===== src/rtl/proc_pkg.sv =====
// Shared definitions for the 16-bit bus-based processor: widths, opcodes,
// ALU operation codes and the control-unit step states.
package proc_pkg;

  localparam int unsigned DATA_W = 16;
  localparam int unsigned REG_N  = 8;
  localparam int unsigned SEL_W  = 3;
  localparam int unsigned OP_W   = 4;
  localparam int unsigned ULA_W  = 3;

  // Instruction steps; T0 doubles as idle/fetch.
  typedef enum logic [1:0] {
    T0 = 2'd0,
    T1 = 2'd1,
    T2 = 2'd2,
    T3 = 2'd3
  } state_t;

  localparam logic [OP_W-1:0] OP_MV  = 4'h0;
  localparam logic [OP_W-1:0] OP_MVI = 4'h1;
  localparam logic [OP_W-1:0] OP_ADD = 4'h2;
  localparam logic [OP_W-1:0] OP_SUB = 4'h3;
  localparam logic [OP_W-1:0] OP_OR  = 4'h4;
  localparam logic [OP_W-1:0] OP_SLT = 4'h5;
  localparam logic [OP_W-1:0] OP_SLL = 4'h6;
  localparam logic [OP_W-1:0] OP_SRL = 4'h7;

  localparam logic [ULA_W-1:0] ULA_ADD = 3'b000;
  localparam logic [ULA_W-1:0] ULA_SUB = 3'b001;
  localparam logic [ULA_W-1:0] ULA_OR  = 3'b010;
  localparam logic [ULA_W-1:0] ULA_SLT = 3'b011;
  localparam logic [ULA_W-1:0] ULA_SLL = 3'b100;
  localparam logic [ULA_W-1:0] ULA_SRL = 3'b101;

  // True for the six three-step ALU opcodes.
  function automatic logic is_alu_op(input logic [OP_W-1:0] op);
    return (op >= OP_ADD) && (op <= OP_SRL);
  endfunction

  // Opcode to ALU operation select.
  function automatic logic [ULA_W-1:0] ula_code(input logic [OP_W-1:0] op);
    logic [ULA_W-1:0] code;
    case (op)
      OP_ADD:  code = ULA_ADD;
      OP_SUB:  code = ULA_SUB;
      OP_OR:   code = ULA_OR;
      OP_SLT:  code = ULA_SLT;
      OP_SLL:  code = ULA_SLL;
      OP_SRL:  code = ULA_SRL;
      default: code = ULA_ADD;
    endcase
    return code;
  endfunction

endpackage


===== src/rtl/control_unit_if.sv =====
// Control bundle between the control unit and the datapath.
//   Run, IR           : datapath/host -> control unit
//   IRin, Rin, Rout,
//   Ain, Gin, Gout,
//   DINout, sinal,
//   Done              : control unit -> datapath
// master = control unit side, slave = datapath side.
interface control_unit_if;
  import proc_pkg::*;

  logic              Run;
  logic [DATA_W-1:0] IR;
  logic              IRin;
  logic [REG_N-1:0]  Rin;
  logic [REG_N-1:0]  Rout;
  logic              Ain;
  logic              Gin;
  logic              Gout;
  logic              DINout;
  logic [ULA_W-1:0]  sinal;
  logic              Done;

  modport master (
    input  Run, IR,
    output IRin, Rin, Rout, Ain, Gin, Gout, DINout, sinal, Done
  );

  modport slave (
    output Run, IR,
    input  IRin, Rin, Rout, Ain, Gin, Gout, DINout, sinal, Done
  );

endinterface


===== src/rtl/dec3to8.sv =====
// 3-bit index to one-hot 8-bit decoder with enable.
//   en  : enable; output is all zeros when low
//   sel : register index
//   y   : one-hot select
module dec3to8
  import proc_pkg::*;
(
  input  logic             en,
  input  logic [SEL_W-1:0] sel,
  output logic [REG_N-1:0] y
);

  always_comb begin
    y = '0;
    if (en) y[sel] = 1'b1;
  end

endmodule


===== src/rtl/control_unit.sv =====
// Multicycle control unit: steps each instruction through T0..T3 and decodes
// the bus-source selects, register load enables and ALU op from state and IR.
//   Clock : rising-edge clock
//   Reset : synchronous active-high reset; also forces all outputs low
//   bus   : control bundle (master side), see control_unit_if
module control_unit
  import proc_pkg::*;
(
  input  logic          Clock,
  input  logic          Reset,
  control_unit_if.master bus
);

  logic [OP_W-1:0]  opcode;
  logic [SEL_W-1:0] rx;
  logic [SEL_W-1:0] ry;
  logic             unused_ir;

  assign opcode    = bus.IR[15:12];
  assign rx        = bus.IR[11:9];
  assign ry        = bus.IR[8:6];
  assign unused_ir = ^bus.IR[5:0];

  state_t state_q;
  state_t state_d;

  logic             irin_c;
  logic             rin_en_c;
  logic             rout_en_c;
  logic [SEL_W-1:0] rout_sel_c;
  logic             ain_c;
  logic             gin_c;
  logic             gout_c;
  logic             dinout_c;
  logic [ULA_W-1:0] sinal_c;
  logic             done_c;

  // State register.
  always_ff @(posedge Clock) begin
    if (Reset) state_q <= T0;
    else       state_q <= state_d;
  end

  // Next-state and control decode.
  always_comb begin
    state_d    = state_q;
    irin_c     = 1'b0;
    rin_en_c   = 1'b0;
    rout_en_c  = 1'b0;
    rout_sel_c = rx;
    ain_c      = 1'b0;
    gin_c      = 1'b0;
    gout_c     = 1'b0;
    dinout_c   = 1'b0;
    sinal_c    = ULA_ADD;
    done_c     = 1'b0;

    case (state_q)
      T0: begin
        irin_c = bus.Run;
        if (bus.Run) state_d = T1;
      end
      T1: begin
        if (opcode == OP_MV) begin
          rout_en_c  = 1'b1;
          rout_sel_c = ry;
          rin_en_c   = 1'b1;
          done_c     = 1'b1;
          state_d    = T0;
        end else if (opcode == OP_MVI) begin
          dinout_c = 1'b1;
          rin_en_c = 1'b1;
          done_c   = 1'b1;
          state_d  = T0;
        end else if (is_alu_op(opcode)) begin
          rout_en_c  = 1'b1;
          rout_sel_c = rx;
          ain_c      = 1'b1;
          state_d    = T2;
        end else begin
          // Undefined opcode: finish without touching any register.
          done_c  = 1'b1;
          state_d = T0;
        end
      end
      T2: begin
        rout_en_c  = 1'b1;
        rout_sel_c = ry;
        gin_c      = 1'b1;
        sinal_c    = ula_code(opcode);
        state_d    = T3;
      end
      T3: begin
        gout_c   = 1'b1;
        rin_en_c = 1'b1;
        done_c   = 1'b1;
        state_d  = T0;
      end
      default: state_d = T0;
    endcase

    // Reset silences every strobe in the same cycle so no partial writeback.
    if (Reset) begin
      irin_c    = 1'b0;
      rin_en_c  = 1'b0;
      rout_en_c = 1'b0;
      ain_c     = 1'b0;
      gin_c     = 1'b0;
      gout_c    = 1'b0;
      dinout_c  = 1'b0;
      sinal_c   = ULA_ADD;
      done_c    = 1'b0;
    end
  end

  // Register write enable always targets Rx.
  dec3to8 u_rin_dec (
    .en  (rin_en_c),
    .sel (rx),
    .y   (bus.Rin)
  );

  // Bus drive select targets Rx or Ry depending on step.
  dec3to8 u_rout_dec (
    .en  (rout_en_c),
    .sel (rout_sel_c),
    .y   (bus.Rout)
  );

  assign bus.IRin   = irin_c;
  assign bus.Ain    = ain_c;
  assign bus.Gin    = gin_c;
  assign bus.Gout   = gout_c;
  assign bus.DINout = dinout_c;
  assign bus.sinal  = sinal_c;
  assign bus.Done   = done_c;

endmodule


===== src/flat_wrapper.sv =====
// flat-port wrapper written by rule: the top's interface ports become plain ports
module control_unit_flat import proc_pkg::*;
  (Clock, Reset, bus_Run, bus_IR, bus_IRin, bus_Rin, bus_Rout, bus_Ain, bus_Gin, bus_Gout, bus_DINout, bus_sinal, bus_Done);
  control_unit_if bus_i ();
  input  logic Clock;
  input  logic Reset;
  input wire logic [$bits(bus_i.Run)-1:0] bus_Run;
  input wire logic [$bits(bus_i.IR)-1:0] bus_IR;
  output wire logic [$bits(bus_i.IRin)-1:0] bus_IRin;
  output wire logic [$bits(bus_i.Rin)-1:0] bus_Rin;
  output wire logic [$bits(bus_i.Rout)-1:0] bus_Rout;
  output wire logic [$bits(bus_i.Ain)-1:0] bus_Ain;
  output wire logic [$bits(bus_i.Gin)-1:0] bus_Gin;
  output wire logic [$bits(bus_i.Gout)-1:0] bus_Gout;
  output wire logic [$bits(bus_i.DINout)-1:0] bus_DINout;
  output wire logic [$bits(bus_i.sinal)-1:0] bus_sinal;
  output wire logic [$bits(bus_i.Done)-1:0] bus_Done;
  assign bus_i.Run = bus_Run;
  assign bus_i.IR = bus_IR;
  assign bus_IRin = bus_i.IRin;
  assign bus_Rin = bus_i.Rin;
  assign bus_Rout = bus_i.Rout;
  assign bus_Ain = bus_i.Ain;
  assign bus_Gin = bus_i.Gin;
  assign bus_Gout = bus_i.Gout;
  assign bus_DINout = bus_i.DINout;
  assign bus_sinal = bus_i.sinal;
  assign bus_Done = bus_i.Done;
  control_unit u_core (.Clock(Clock), .Reset(Reset), .bus(bus_i));
endmodule

===== config.mk =====
export PLATFORM = sky130hd
export DESIGN_NAME = control_unit_flat
export DESIGN_NICKNAME = d
export VERILOG_FILES = /design/src/rtl/proc_pkg.sv /design/src/rtl/control_unit_if.sv /design/src/rtl/dec3to8.sv /design/src/rtl/control_unit.sv /design/src/flat_wrapper.sv
export SDC_FILE = /design/constraint.sdc
export NUM_CORES = 1
export LEC_CHECK = 0
export CORE_AREA = 5 5 42 44
export CTS_CLUSTER_DIAMETER = 60
export DETAILED_ROUTE_END_ITERATION = 6
export DIE_AREA = 0 0 47 49
export DONT_BUFFER_PORTS = 1
export GPL_TIMING_DRIVEN = 0
export PLACE_DENSITY_LB_ADDON = 0.2
export SYNTH_ARGS = -nofsm -noshare
export SYNTH_HDL_FRONTEND = slang
export SYNTH_SLANG_ARGS = --single-unit

===== constraint.sdc =====
create_clock -name Clock -period 4.4 [get_ports Clock]
set_input_delay 0.88 -clock Clock [delete_from_list [all_inputs] [get_ports Clock]]
set_output_delay 0.88 -clock Clock [all_outputs]
set_load 0.02 [all_outputs]

# Word level (Yosys, flattened, before mapping)
# Cells that the tools add are included.
[classes]
n_lt_le_gt_ge = 6
n_eq_ne = 10
mux = 42
n_reduce_logical = 5
[ops]
columns = ["cell", "count"]
rows = [
  ["1-bit two-way mux", 25],
  ["4-bit by 3-bit == test with 1-bit output (second input constant)", 4],
  ["8-bit two-way mux", 2],
  ["3-bit one-hot mux with 5 select lines", 1],
  ["3-bit two-way mux", 3],
  ["3-bit by 4-bit less-than comparator with 1-bit output (second input constant)", 2],
  ["2-bit two-way mux", 4],
  ["2-bit one-hot mux with 4 select lines", 1],
  ["1-bit demux with 3-bit select", 2],
  ["3-bit by 1-bit greater-or-equal comparator with 1-bit output (second input constant)", 2],
  ["1-bit one-hot mux with 2 select lines", 3],
  ["3-bit one-hot mux with 2 select lines", 1],
  ["2-bit == test (second input constant)", 2],
  ["4-bit by 1-bit == test with 1-bit output (second input constant)", 1],
  ["4-bit by 2-bit == test with 1-bit output (second input constant)", 1],
  ["4-bit by 2-bit greater-or-equal comparator with 1-bit output (second input constant)", 1],
  ["4-bit by 3-bit <= comparator with 1-bit output (second input constant)", 1],
  ["4-bit zero test", 1],
  ["1-bit logical AND", 3],
  ["2-bit by 1-bit == test with 1-bit output (second input constant)", 1],
  ["2-bit zero test", 1],
  ["2-bit inequality test (second input constant)", 1],
]
[word_totals]
register_bits = 2
inputBits = 19
out_inout_bits = 25

# Depth between registers and ports, before layout
[depth]
word_depth = 8
ltp_mapped = 6
depth_no_buf = 6

# Hierarchy
# A second synthesis with hierarchy kept.
[hier_totals]
cells_unflattened = 63
hier_area_um2 = 540.5
[by_module_without_submodules]
columns = ["mod", "n_inst", "cells_each", "area_per_inst_um2", "seq_area_each_um2"]
rows = [
  ["control_unit", 1, 47, 350.3, 40.0],
  ["dec3to8", 2, 8, 95.1, 0.0],
]

# Worst setup path after synthesis
# Ideal clock, no wire load.
[synth_timing]
path_type = "input port to output port"
startpoint = "in bus_IR[14]"
endpoint = "out bus_Rout[4]"
arrival_ns = 2.472
required_time_ns = 3.520
path_slack_ns = 1.048
path_stages = 4
n_path_buf = 0
cell_sequence = "or4b_4 o21ai_4 a22oi_1 nor4_1"
[synth_between]
elab_chain_len = 8
word_cells_on_any_way = 18
[synth_lines]
columns = ["element", "line_no", "rtl"]
rows = [
  ["from (decl)", "flat_wrapper.sv:8", "input wire logic [$bits(bus_i.IR)-1:0] bus_IR;"],
  ["4-bit zero test, or another cell as far along", "control_unit.sv:64", "if (opcode == OP_MV) begin"],
  ["3-bit two-way mux or 1-bit logical AND (tied branches)", "control_unit.sv:64, proc_pkg.sv:37", ""],
  ["3-bit one-hot mux with 2 select lines or 1-bit two-way mux (tied branches)", "control_unit.sv:58, control_unit.sv:75", ""],
  ["3-bit by 4-bit less-than comparator with 1-bit output (implied by the code), or another cell as far along", "dec3to8.sv:15", "if (en) y[sel] = 1'b1;"],
  ["1-bit logical AND (implied by the code) or 1-bit two-way mux (tied branches)", "dec3to8.sv:15, control_unit.sv:64", ""],
  ["1-bit two-way mux (implied by the code) or 1-bit one-hot mux with 2 select lines (tied branches)", "dec3to8.sv:15, control_unit.sv:58", ""],
  ["1-bit demux with 3-bit select or 1-bit two-way mux (tied branches)", "dec3to8.sv:15, control_unit.sv:103", ""],
  ["8-bit two-way mux *", "dec3to8.sv:15", ""],
  ["to (decl)", "flat_wrapper.sv:11", "output wire logic [$bits(bus_i.Rout)-1:0] bus_Rout;"],
]
# Mark *: on every way between the ends. The rest lies on a longest branch, timed or not.

# Final worst setup path
[layout_timing]
startpoint = "in bus_IR[14]"
endpoint = "out bus_Rout[6]"
# The elaborated chain is that of the path after synthesis.

==> metrics.yaml <==
layout:
  mostFrequentLayoutCell: "nor2_1"
  mostFrequentLayoutCells: "12 x nor2_1, 8 x nand2_1, 6 x nand2b_1, 5 x nor4_1, 5 x ha_1"
  seq_area_um2: 40.0
  fill_cells: 148
  diodes: 0
  layout.nets: 100
  area_growth_pct: 8.23
  finish.utilization_pct: 39.9
  multi_input_area_um2: 462
  drive_above_1_share_pct: 17.6
clocking:
  cts.sinks: 2
  cts_tree: "done"
  cts.path.max_buffers: 2
  cts-buffers-inserted: 3
  path_clk_slew_ns: 0.03
  cts_resized: 0
  root_buffer: "clkbuf_4"
  ctsHoldBuffers: 0
  clk_latency_ns: 0.22
  cts_setup_buffers: 0
  h-tree-depth: 1
critical_path:
  rr_startpoint: "u_core.state_q[0]"
  end_kind: "output pin"
  worstSetupPathType: "in -> out"
  path_cells: "or4b_4 -> o21ai_4 -> a22oi_1 -> nor4_1"
  worst_ep_arrival_time_ns: 2.56
  critPathMaxFanout: 6
  reg2regPathDepth: 5
  rrSetupSlack_ns: 3.20
  max_stage_delay_ns: 0.76
  startpoint_type: "input port"
  slowest_stage: "nor4_1"
  crit_required_ns: 3.52
  worstSetupStartpoint: "bus_IR[14]"
  timing.rr.end: "u_core.state_q[0]"
logic_synthesis:
  synth_edf_count: 0
  syn_area_um2: 517
  syn_nets: 95
  synth_warnings: 0
  yosys.area.top_type_share_pct: 12.1
  ys_async_sr_fraction_pct: 0
  synth_seq_cells: 2
  synth_area_leaders: "ha_1 12%, nor2_1 8.7%, nor4b_2 8.7%"
  syn_inst: 71
  synth_largest_area_cell: "ha_1"
  synthFlopType: "dfxtp_1"
  ys_types: 29
  avgSynthCellArea_um2: 7.28
  yosysSeqAreaShare_pct: 7.75
global_routing:
  grt_first_pass_wirelength_um: 1970
  antenna_found_initial: 0
  track_usage_pct: 11.0
  grt_pass1_vias: 518
  grt_max_degree: 10
  overflow: 0
placement:
  place_congestion: 0.622
  portBuffers: 0
  hpwl_um: 1030
  dp_slack_ns: 0.951
drt:
  wl_um: 1230
  dr_total_vias: 534
  drc: 0
  drt_pre_antenna_iters: 2
  ant_nets: 0
  via_per_inst: 5.93
  wire_per_inst_um: 13.7
  drt_iter0_drc: 7
sta:
  finalWorstSetupSlack_ns: 0.963
  finalCriticalPeriod_ns: 3.44
  finalSetupTns_ns: 0
  relSlewSlack_pct: 39.7
  final.period_utilization_pct: 78.1
  fmax_mhz: 291
  finClkSkew_ns: 0.00174
  rsz0062_at_grt: "no"
  drv_slew: 0
  worstMarginPinSlew_ns: 0.897
  hold_viol: 0
  finalSetupViolations: 0
floorplan:
  dieArea_mm2: 0.00230
  rows: 14
  coreArea_mm2: 0.00140
  ioPinCount: 44
  die_h_um: 49
  initial_core_util_pct: 36.9
  die_w_um: 47
pwr:
  irDropWorstVdd_v: 0.000124
  leakage_nw: 0.195
  power_density_mw_per_mm2: 190
min_path:
  hold_path_depth: 2
  hold_class: "reg -> reg"
outcome:
  outcome: "finished, final reports clean"
job:
  maxCapViolCount: 0
[report_power, final]
part,internal [W],switching (W),total [W]
combinational,0.0000183,0.0000272,0.0000455
clock,0.0000300,0.00000926,0.0000392
sequential,0.0000198,0.00000193,0.0000217
total,0.0000680,0.0000384,0.000106
[logic make-up (layout without fill, tap and decap cells)]
kind of cell | after synthesis | after routing | synth area share, %
AND/OR/NAND/NOR | 46 | 46 | 53.3
buffers and inverters | 4 | 7 | 2.90
flip-flops | 2 | 2 | 7.75
AO/OA/AOI/OAI | 14 | 14 | 24.0
adder cells (fa/ha/maj) | 5 | 5 | 12.1
[synth_stat cells (all sizes together), types with 2 or more instances]
library cell and n:
nor2 12, nand2 8, nand2b 6, ha 5, nor4 5, nor3 4
a22o 3, inv 3, nor4b 3, a21oi 2, a22oi 2, dfxtp 2
o21ai 2
[per-layer routing]
metal | vias up | GRT usage [%] | part of all wire, %
li1 | 270 | - | -
met3 | 0 | 0 | 8.9
met2 | 21 | 19.7 | 50
met5 | - | 0 | 0
met1 | 243 | 12.4 | 41
met4 | 0 | 5.53 | 0
[through the flow]
stage	cells	hold slack (ns)	total power (W)	instance area, um^2
2_1_floorplan	71	0.465	0.0000614	517
3_3_place_gp	87	0.486	0.0000671	537
3_5_place_dp	87	0.495	0.0000677	537
4_1_cts	90	0.499	0.000110	559
6_report	90	0.495	0.000106	559
5_1_grt	90	0.540	0.000120	559
[worst max path at each step]
stage	endpoint	depth (start not counted)
after floorplan	bus_Rout[4]	4
after global placement	bus_Rout[4]	4
after detailed placement	bus_Rout[6]	4
after CTS	bus_Rout[6]	4
after global routing	bus_Rout[2]	4
final	bus_Rout[6]	4
[critical path, delay by kind of cell]
kind,cells,cell delay [ns]
AND/OR/NAND/NOR,2,1.30
AO/OA/AOI/OAI,2,0.37
[cell type report]
type	count	area share (%)
inverters	3	2.01
multi-input cells	65	82.6
plain buffers	1	0.671
clock buffers	3	4.03
well taps	16	3.58
flip-flops and latches	2	7.16
(Power assumes the default switching activity.)
